**config.mk**
```make
export PLATFORM = sky130hd
export DESIGN_NAME = alu_share_ctrl
export DESIGN_NICKNAME = d
export VERILOG_FILES = /design/src/rtl/alu_share_pkg.sv /design/src/rtl/alu_logic_core.sv /design/src/rtl/alu_share_ctrl.sv
export SDC_FILE = /design/constraint.sdc
export NUM_CORES = 1
export LEC_CHECK = 0
export ABC_AREA = 0
export ABC_CLOCK_PERIOD_IN_PS = 3580
export BUFFER_PORTS_ARGS = -buffer_cell sky130_fd_sc_hd__buf_4
export CAP_MARGIN = 15
export CORE_AREA = 2 2 75 70
export DETAILED_ROUTE_END_ITERATION = 10
export DIE_AREA = 0 0 77 72
export PLACE_DENSITY_LB_ADDON = 0.08
export SYNTH_ARGS = -nofsm -noshare
export SYNTH_HDL_FRONTEND = slang
export SYNTH_SLANG_ARGS = --single-unit
```
**constraint.sdc**
```tcl
create_clock -name clk -period 3.58 [get_ports clk]
set_input_delay 0.537 -clock clk [delete_from_list [all_inputs] [get_ports clk]]
set_output_delay 0.537 -clock clk [all_outputs]
set_load 0.05 [all_outputs]
```
**src/rtl/alu_share_pkg.sv**
```systemverilog
// Shared definitions for the two-requester logic-ALU front-end:
// opcode encodings, controller state type and the per-bit ALU function.
package alu_share_pkg;

    localparam logic [1:0] OP_AND  = 2'b00;
    localparam logic [1:0] OP_OR   = 2'b01;
    localparam logic [1:0] OP_XOR  = 2'b10;
    localparam logic [1:0] OP_NOTA = 2'b11;

    typedef enum logic [1:0] {
        ST_IDLE,
        ST_EXEC,
        ST_RESP
    } state_e;

    function automatic logic alu_bit(input logic [1:0] op, input logic a, input logic b);
        logic y;
        case (op)
            OP_AND:  y = a & b;
            OP_OR:   y = a | b;
            OP_XOR:  y = a ^ b;
            OP_NOTA: y = ~a;
            default: y = 1'b0;
        endcase
        return y;
    endfunction

endpackage

```
**src/rtl/alu_logic_core.sv**
```systemverilog
// Combinational bit-sliced logic ALU: each result bit is a 4-to-1 selection
// of AND/OR/XOR/NOT-A over the matching operand bits.
module alu_logic_core
    import alu_share_pkg::*;
#(
    parameter int unsigned WIDTH = 4
) (
    input  logic [WIDTH-1:0] a_i,
    input  logic [WIDTH-1:0] b_i,
    input  logic [1:0]       op_i,
    output logic [WIDTH-1:0] y_o
);

    always_comb begin
        y_o = '0;
        for (int i = 0; i < int'(WIDTH); i++) begin
            y_o[i] = alu_bit(op_i, a_i[i], b_i[i]);
        end
    end

endmodule

```
**src/rtl/alu_share_ctrl.sv**
```systemverilog
// Round-robin front-end sharing one logic ALU between two requesters, with a
// registered, tagged response channel and per-channel completion counters.
module alu_share_ctrl
    import alu_share_pkg::*;
#(
    parameter int unsigned WIDTH = 4,
    parameter int unsigned CNT_W = 8
) (
    input  logic             clk,
    input  logic             rst_n,

    input  logic             req0_valid,
    output logic             req0_ready,
    input  logic [WIDTH-1:0] req0_a,
    input  logic [WIDTH-1:0] req0_b,
    input  logic [1:0]       req0_op,

    input  logic             req1_valid,
    output logic             req1_ready,
    input  logic [WIDTH-1:0] req1_a,
    input  logic [WIDTH-1:0] req1_b,
    input  logic [1:0]       req1_op,

    output logic             rsp_valid,
    input  logic             rsp_ready,
    output logic [WIDTH-1:0] rsp_data,
    output logic             rsp_id,

    output logic             busy,
    output logic [CNT_W-1:0] done_cnt0,
    output logic [CNT_W-1:0] done_cnt1
);

    state_e             state_q, state_d;
    logic               last_grant_q, last_grant_d;
    logic [WIDTH-1:0]   a_q, a_d;
    logic [WIDTH-1:0]   b_q, b_d;
    logic [1:0]         op_q, op_d;
    logic               id_q, id_d;
    logic [WIDTH-1:0]   rsp_data_q, rsp_data_d;
    logic               rsp_id_q, rsp_id_d;
    logic [CNT_W-1:0]   cnt0_q, cnt0_d;
    logic [CNT_W-1:0]   cnt1_q, cnt1_d;

    logic               grant0;
    logic               grant1;
    logic [WIDTH-1:0]   alu_y;

    // Under contention the channel that did not win last time is granted.
    always_comb begin
        grant0 = req0_valid & (~req1_valid | last_grant_q);
        grant1 = req1_valid & (~req0_valid | ~last_grant_q);
    end

    alu_logic_core #(
        .WIDTH (WIDTH)
    ) u_alu_logic_core (
        .a_i  (a_q),
        .b_i  (b_q),
        .op_i (op_q),
        .y_o  (alu_y)
    );

    always_comb begin
        state_d      = state_q;
        last_grant_d = last_grant_q;
        a_d          = a_q;
        b_d          = b_q;
        op_d         = op_q;
        id_d         = id_q;
        rsp_data_d   = rsp_data_q;
        rsp_id_d     = rsp_id_q;
        cnt0_d       = cnt0_q;
        cnt1_d       = cnt1_q;
        req0_ready   = 1'b0;
        req1_ready   = 1'b0;

        case (state_q)
            ST_IDLE: begin
                req0_ready = grant0;
                req1_ready = grant1;
                if (grant0 || grant1) begin
                    a_d          = grant1 ? req1_a  : req0_a;
                    b_d          = grant1 ? req1_b  : req0_b;
                    op_d         = grant1 ? req1_op : req0_op;
                    id_d         = grant1;
                    last_grant_d = grant1;
                    state_d      = ST_EXEC;
                end
            end
            ST_EXEC: begin
                rsp_data_d = alu_y;
                rsp_id_d   = id_q;
                state_d    = ST_RESP;
            end
            ST_RESP: begin
                if (rsp_ready) begin
                    if (rsp_id_q) begin
                        cnt1_d = cnt1_q + CNT_W'(1);
                    end else begin
                        cnt0_d = cnt0_q + CNT_W'(1);
                    end
                    state_d = ST_IDLE;
                end
            end
            default: state_d = ST_IDLE;
        endcase
    end

    always_ff @(posedge clk or negedge rst_n) begin
        if (!rst_n) begin
            state_q      <= ST_IDLE;
            last_grant_q <= 1'b1;
            a_q          <= '0;
            b_q          <= '0;
            op_q         <= OP_AND;
            id_q         <= 1'b0;
            rsp_data_q   <= '0;
            rsp_id_q     <= 1'b0;
            cnt0_q       <= '0;
            cnt1_q       <= '0;
        end else begin
            state_q      <= state_d;
            last_grant_q <= last_grant_d;
            a_q          <= a_d;
            b_q          <= b_d;
            op_q         <= op_d;
            id_q         <= id_d;
            rsp_data_q   <= rsp_data_d;
            rsp_id_q     <= rsp_id_d;
            cnt0_q       <= cnt0_d;
            cnt1_q       <= cnt1_d;
        end
    end

    always_comb begin
        rsp_valid = (state_q == ST_RESP);
        busy      = (state_q != ST_IDLE);
        rsp_data  = rsp_data_q;
        rsp_id    = rsp_id_q;
        done_cnt0 = cnt0_q;
        done_cnt1 = cnt1_q;
    end

endmodule

```
==> run_results.csv <==
group,metric,value,unit
pwr,power_leakage,1.20,nW
critical_path,end_kind,"output pin",
synthesis,synth_most_common_cell,"dfrtp_1",
route,routed-via-count,1279,
flow_run,drv_cap,0,
synthesis,synth_common_cells,"34 x dfrtp_1, 16 x mux2i_1, 15 x inv_1",
global_routing,grt_pass1_wl,6110,um
final_layout,final_util,0.496,
route,detail-route-antenna-nets,0,
clocking,clkTransAtPathRegs,0.07,ns
timing,fmax,0.497,GHz
synthesis,yosys_warnings,0,
synthesis,syn_nets,185,
run_status,status,"finished clean",
synthesis,synth.largest_area_cell,"dfrtp_1",
clocking,clk_path_buf_depth,2,
timing,clock-skew-final,0.00677,ns
timing,fin_setup_tns,0,ns
route,wl,3550,um
placement,dp_slack,1.54,ns
route,dr.pass1.iters,4,
critical_path,cp-start-kind,"flip-flop",
timing,period_share,0.562,
synthesis,synth_top_area_frac,0.459,
clocking,cts.sinks,35,
floorplanning,dieArea,0.00554,sq mm
placement,placedCellCount,260,
synthesis,syn_avg_cell_area,12.4,sq um
pwr,p_sw,0.000861,W
clocking,clkLatencyLatePin,0.28,ns
critical_path,crit_path_cell_trace,"a21boi_4 -> and2_1 -> buf_4",
timing,worst_slack,1.57,ns
final_layout,finalNonFillerCells,268,
floorplanning,core-area,0.00474,sq mm
placement,gp_congestion,0.757,
pwr,p_per_area,835,mW/mm^2
global_routing,antenna_found_initial,0,
floorplanning,start_util,0.391,
route,routedWlPerCell,13.2,um
timing,setup-violations-final,0,
critical_path,worst-setup-path-type,"flip-flop to output pin",
final_layout,syn_to_final_growth,26.7,%
critical_path,slowest_stage,"a21boi_4",
pwr,internal_power,0.00110,W
critical_path,slowest_delay,0.42,ns
critical_path,path_delay_family,"compound AO/OA/AOI/OAI gates",
pwr,ir_drop,0.279,mV
timing,hold_violations,0,
worst_hold_path,hold_path.class,"input port to async pin",
clocking,cts_buffers,5,
pwr,sequentialPowerShare,0.356,
global_routing,grt_pass1_vias,1355,
clocking,cts_tree,"yes",
global_routing,grt_use_total,0.141,
final_layout,antenna_cells,0,
clocking,cts-root-buf,"clkbuf_8",
synthesis,syn_inst,150,
pwr,power.share.combinational,0.505,
final_layout,fill_cells,451,
placement,numPortBuffers,49,
route,drc_errors,0,
synthesis,synth_area_leaders,"dfrtp_1 46%, mux2i_1 8.6%, ha_1 6.7%, mux2_2 4.9%, mux4_2 4.9%",
synthesis,seq_area_frac_synth,0.473,
pwr,power_frac_clock,0.139,
timing,grt_setup_unrepaired,"no",
global_routing,grt_max_degree,36,
floorplanning,die_w,77,um
synthesis,synth_edf_count,0,
synthesis,ys_seq_elements,35,
critical_path,worstPathRequired,3.04,ns
critical_path,critPathArrivalTime,1.48,ns
synthesis,async_reset_ff_frac,1.00,
final_layout,layout-drive-gt1-share,0.379,
global_routing,grt_overflow,0,
critical_path,crit_fanout,11,
pwr,p_sw_frac,0.438,
floorplanning,ios,50,
critical_path,path_buf_inv,1,
floorplanning,fp.dieH,72,um
clocking,postCtsSetupBuffers,0,
timing,fin_crit,2.01,ns
clocking,h-tree-depth,2,
synthesis,synth_ff_type,"dfrtp_1",
final_layout,nets,237,
timing,relSlewSlack,0.593,
placement,hpwl,2720,um
synthesis,syn_area,0.00186,sq mm
timing,tightest_slew,0.611,ns
timing,slew_viol_final,0,
route,drt_iter0_drc,66,
route,viasPerCell,4.77,
clocking,post_cts_resized,0,
synthesis,synth.distinct_cells,33,
floorplanning,core.rowCount,24,
clocking,cts_hold_buffers,0,
==> per-stage QoR <==
| stage | area (sq um) | hold slack (ns) | power [W] |
|---|---|---|---|
| finish | 2350 | 0.197 | 0.00196 |
| global route | 2350 | 0.230 | 0.00210 |
| CTS | 2350 | 0.211 | 0.00199 |
| detailed placement | 2270 | 0.462 | 0.00172 |
| global placement | 2270 | 0.457 | 0.00168 |
| floorplan | 1860 | 0.241 | 0.00144 |
==> cell families after synthesis <==
logic type / Yosys count / synth area share
buf+inv: 19 / 0.0506
fa+ha+maj: 10 / 0.0674
flops: 35 / 0.473
compound gates: 6 / 0.0256
simple gates: 37 / 0.126
xor+xnor: 14 / 0.0661
mux: 29 / 0.192
==> cell type report <==
class,instances,area [sq um],area share
Multi-Input combinational cell,96,885,0.376
Sequential cell,35,877,0.373
Timing Repair Buffer,49,368,0.156
Tap cell,65,81.3,0.0346
Clock buffer,5,68.8,0.0293
Inverter,15,56.3,0.0239
Clock inverter,3,15.0,0.00639
==> cell usage in the layout (no fill, tap or decap), types with 2 or more instances in the layout <==
| master | n |
|---|---|
| a21oi_1 | 2 |
| buf_4 | 49 |
| clkbuf_8 | 5 |
| clkinv_2 | 3 |
| dfrtp_1 | 34 |
| ha_1 | 10 |
| inv_1 | 15 |
| mux2_2 | 8 |
| mux2i_1 | 16 |
| mux4_2 | 4 |
| nand2_1 | 12 |
| nand2b_1 | 3 |
| nand3_1 | 4 |
| nand4_1 | 2 |
| nor2_1 | 3 |
| nor3_1 | 3 |
| xnor2_1 | 7 |
| xor2_1 | 7 |
==> worst register-to-register path, delay by kind of cell (launching register included) <==
kind	cells	cell delay, ns
DFF	1	0.46
and+or+nand+nor	1	0.26
muxes	1	0.40
AOI/OAI and AO/OA	1	0.56
==> registers in the layout (all words and copies together) (netlist names) <==
register / count
done_cnt1: 8
done_cnt0: 8
rsp_data: 4
op_q: 2
rsp_id: 1
id_q: 1
last_grant_q: 1
a_q: 4
b_q: 4
state_q: 2
==> per-layer routing <==
metal	GRT usage	share of wire
met1	0.159	0.42
met2	0.252	0.50
met5	0	0
met3	0.0373	0.054
met4	0.0655	0.022
==> power by group through the flow <==
stage	Combinational (W)	Sequential (W)	Clock, W
2_1_floorplan	0.000541	0.000902	0
3_3_place_gp	0.000979	0.000698	0
3_5_place_dp	0.00101	0.000708	0
4_1_cts	0.00101	0.000701	0.000284
5_1_grt	0.00108	0.000724	0.000299
6_report	0.000991	0.000698	0.000273
==> worst paths after layout <==
kind	start	to	slack (ns)	cells after the start
min in group clk	req0_valid	last_grant_q$_DFFE_PN1P_	0.46	2
worst max-delay path	last_grant_q$_DFFE_PN1P_	req1_ready	1.57	3
max in group asynchronous	rst_n	last_grant_q$_DFFE_PN1P_	3.03	1
worst min-delay path	rst_n	done_cnt1[0]$_DFFE_PN0P_	0.20	1
worst max register to register	state_q[1]$_DFFE_PN0P_	op_q[1]$_DFFE_PN0P_	1.78	3
worst min register to register	done_cnt1[7]$_DFFE_PN0P_	done_cnt1[7]$_DFFE_PN0P_	0.47	1
No activity file was read; power rests on OpenSTA's default activity.
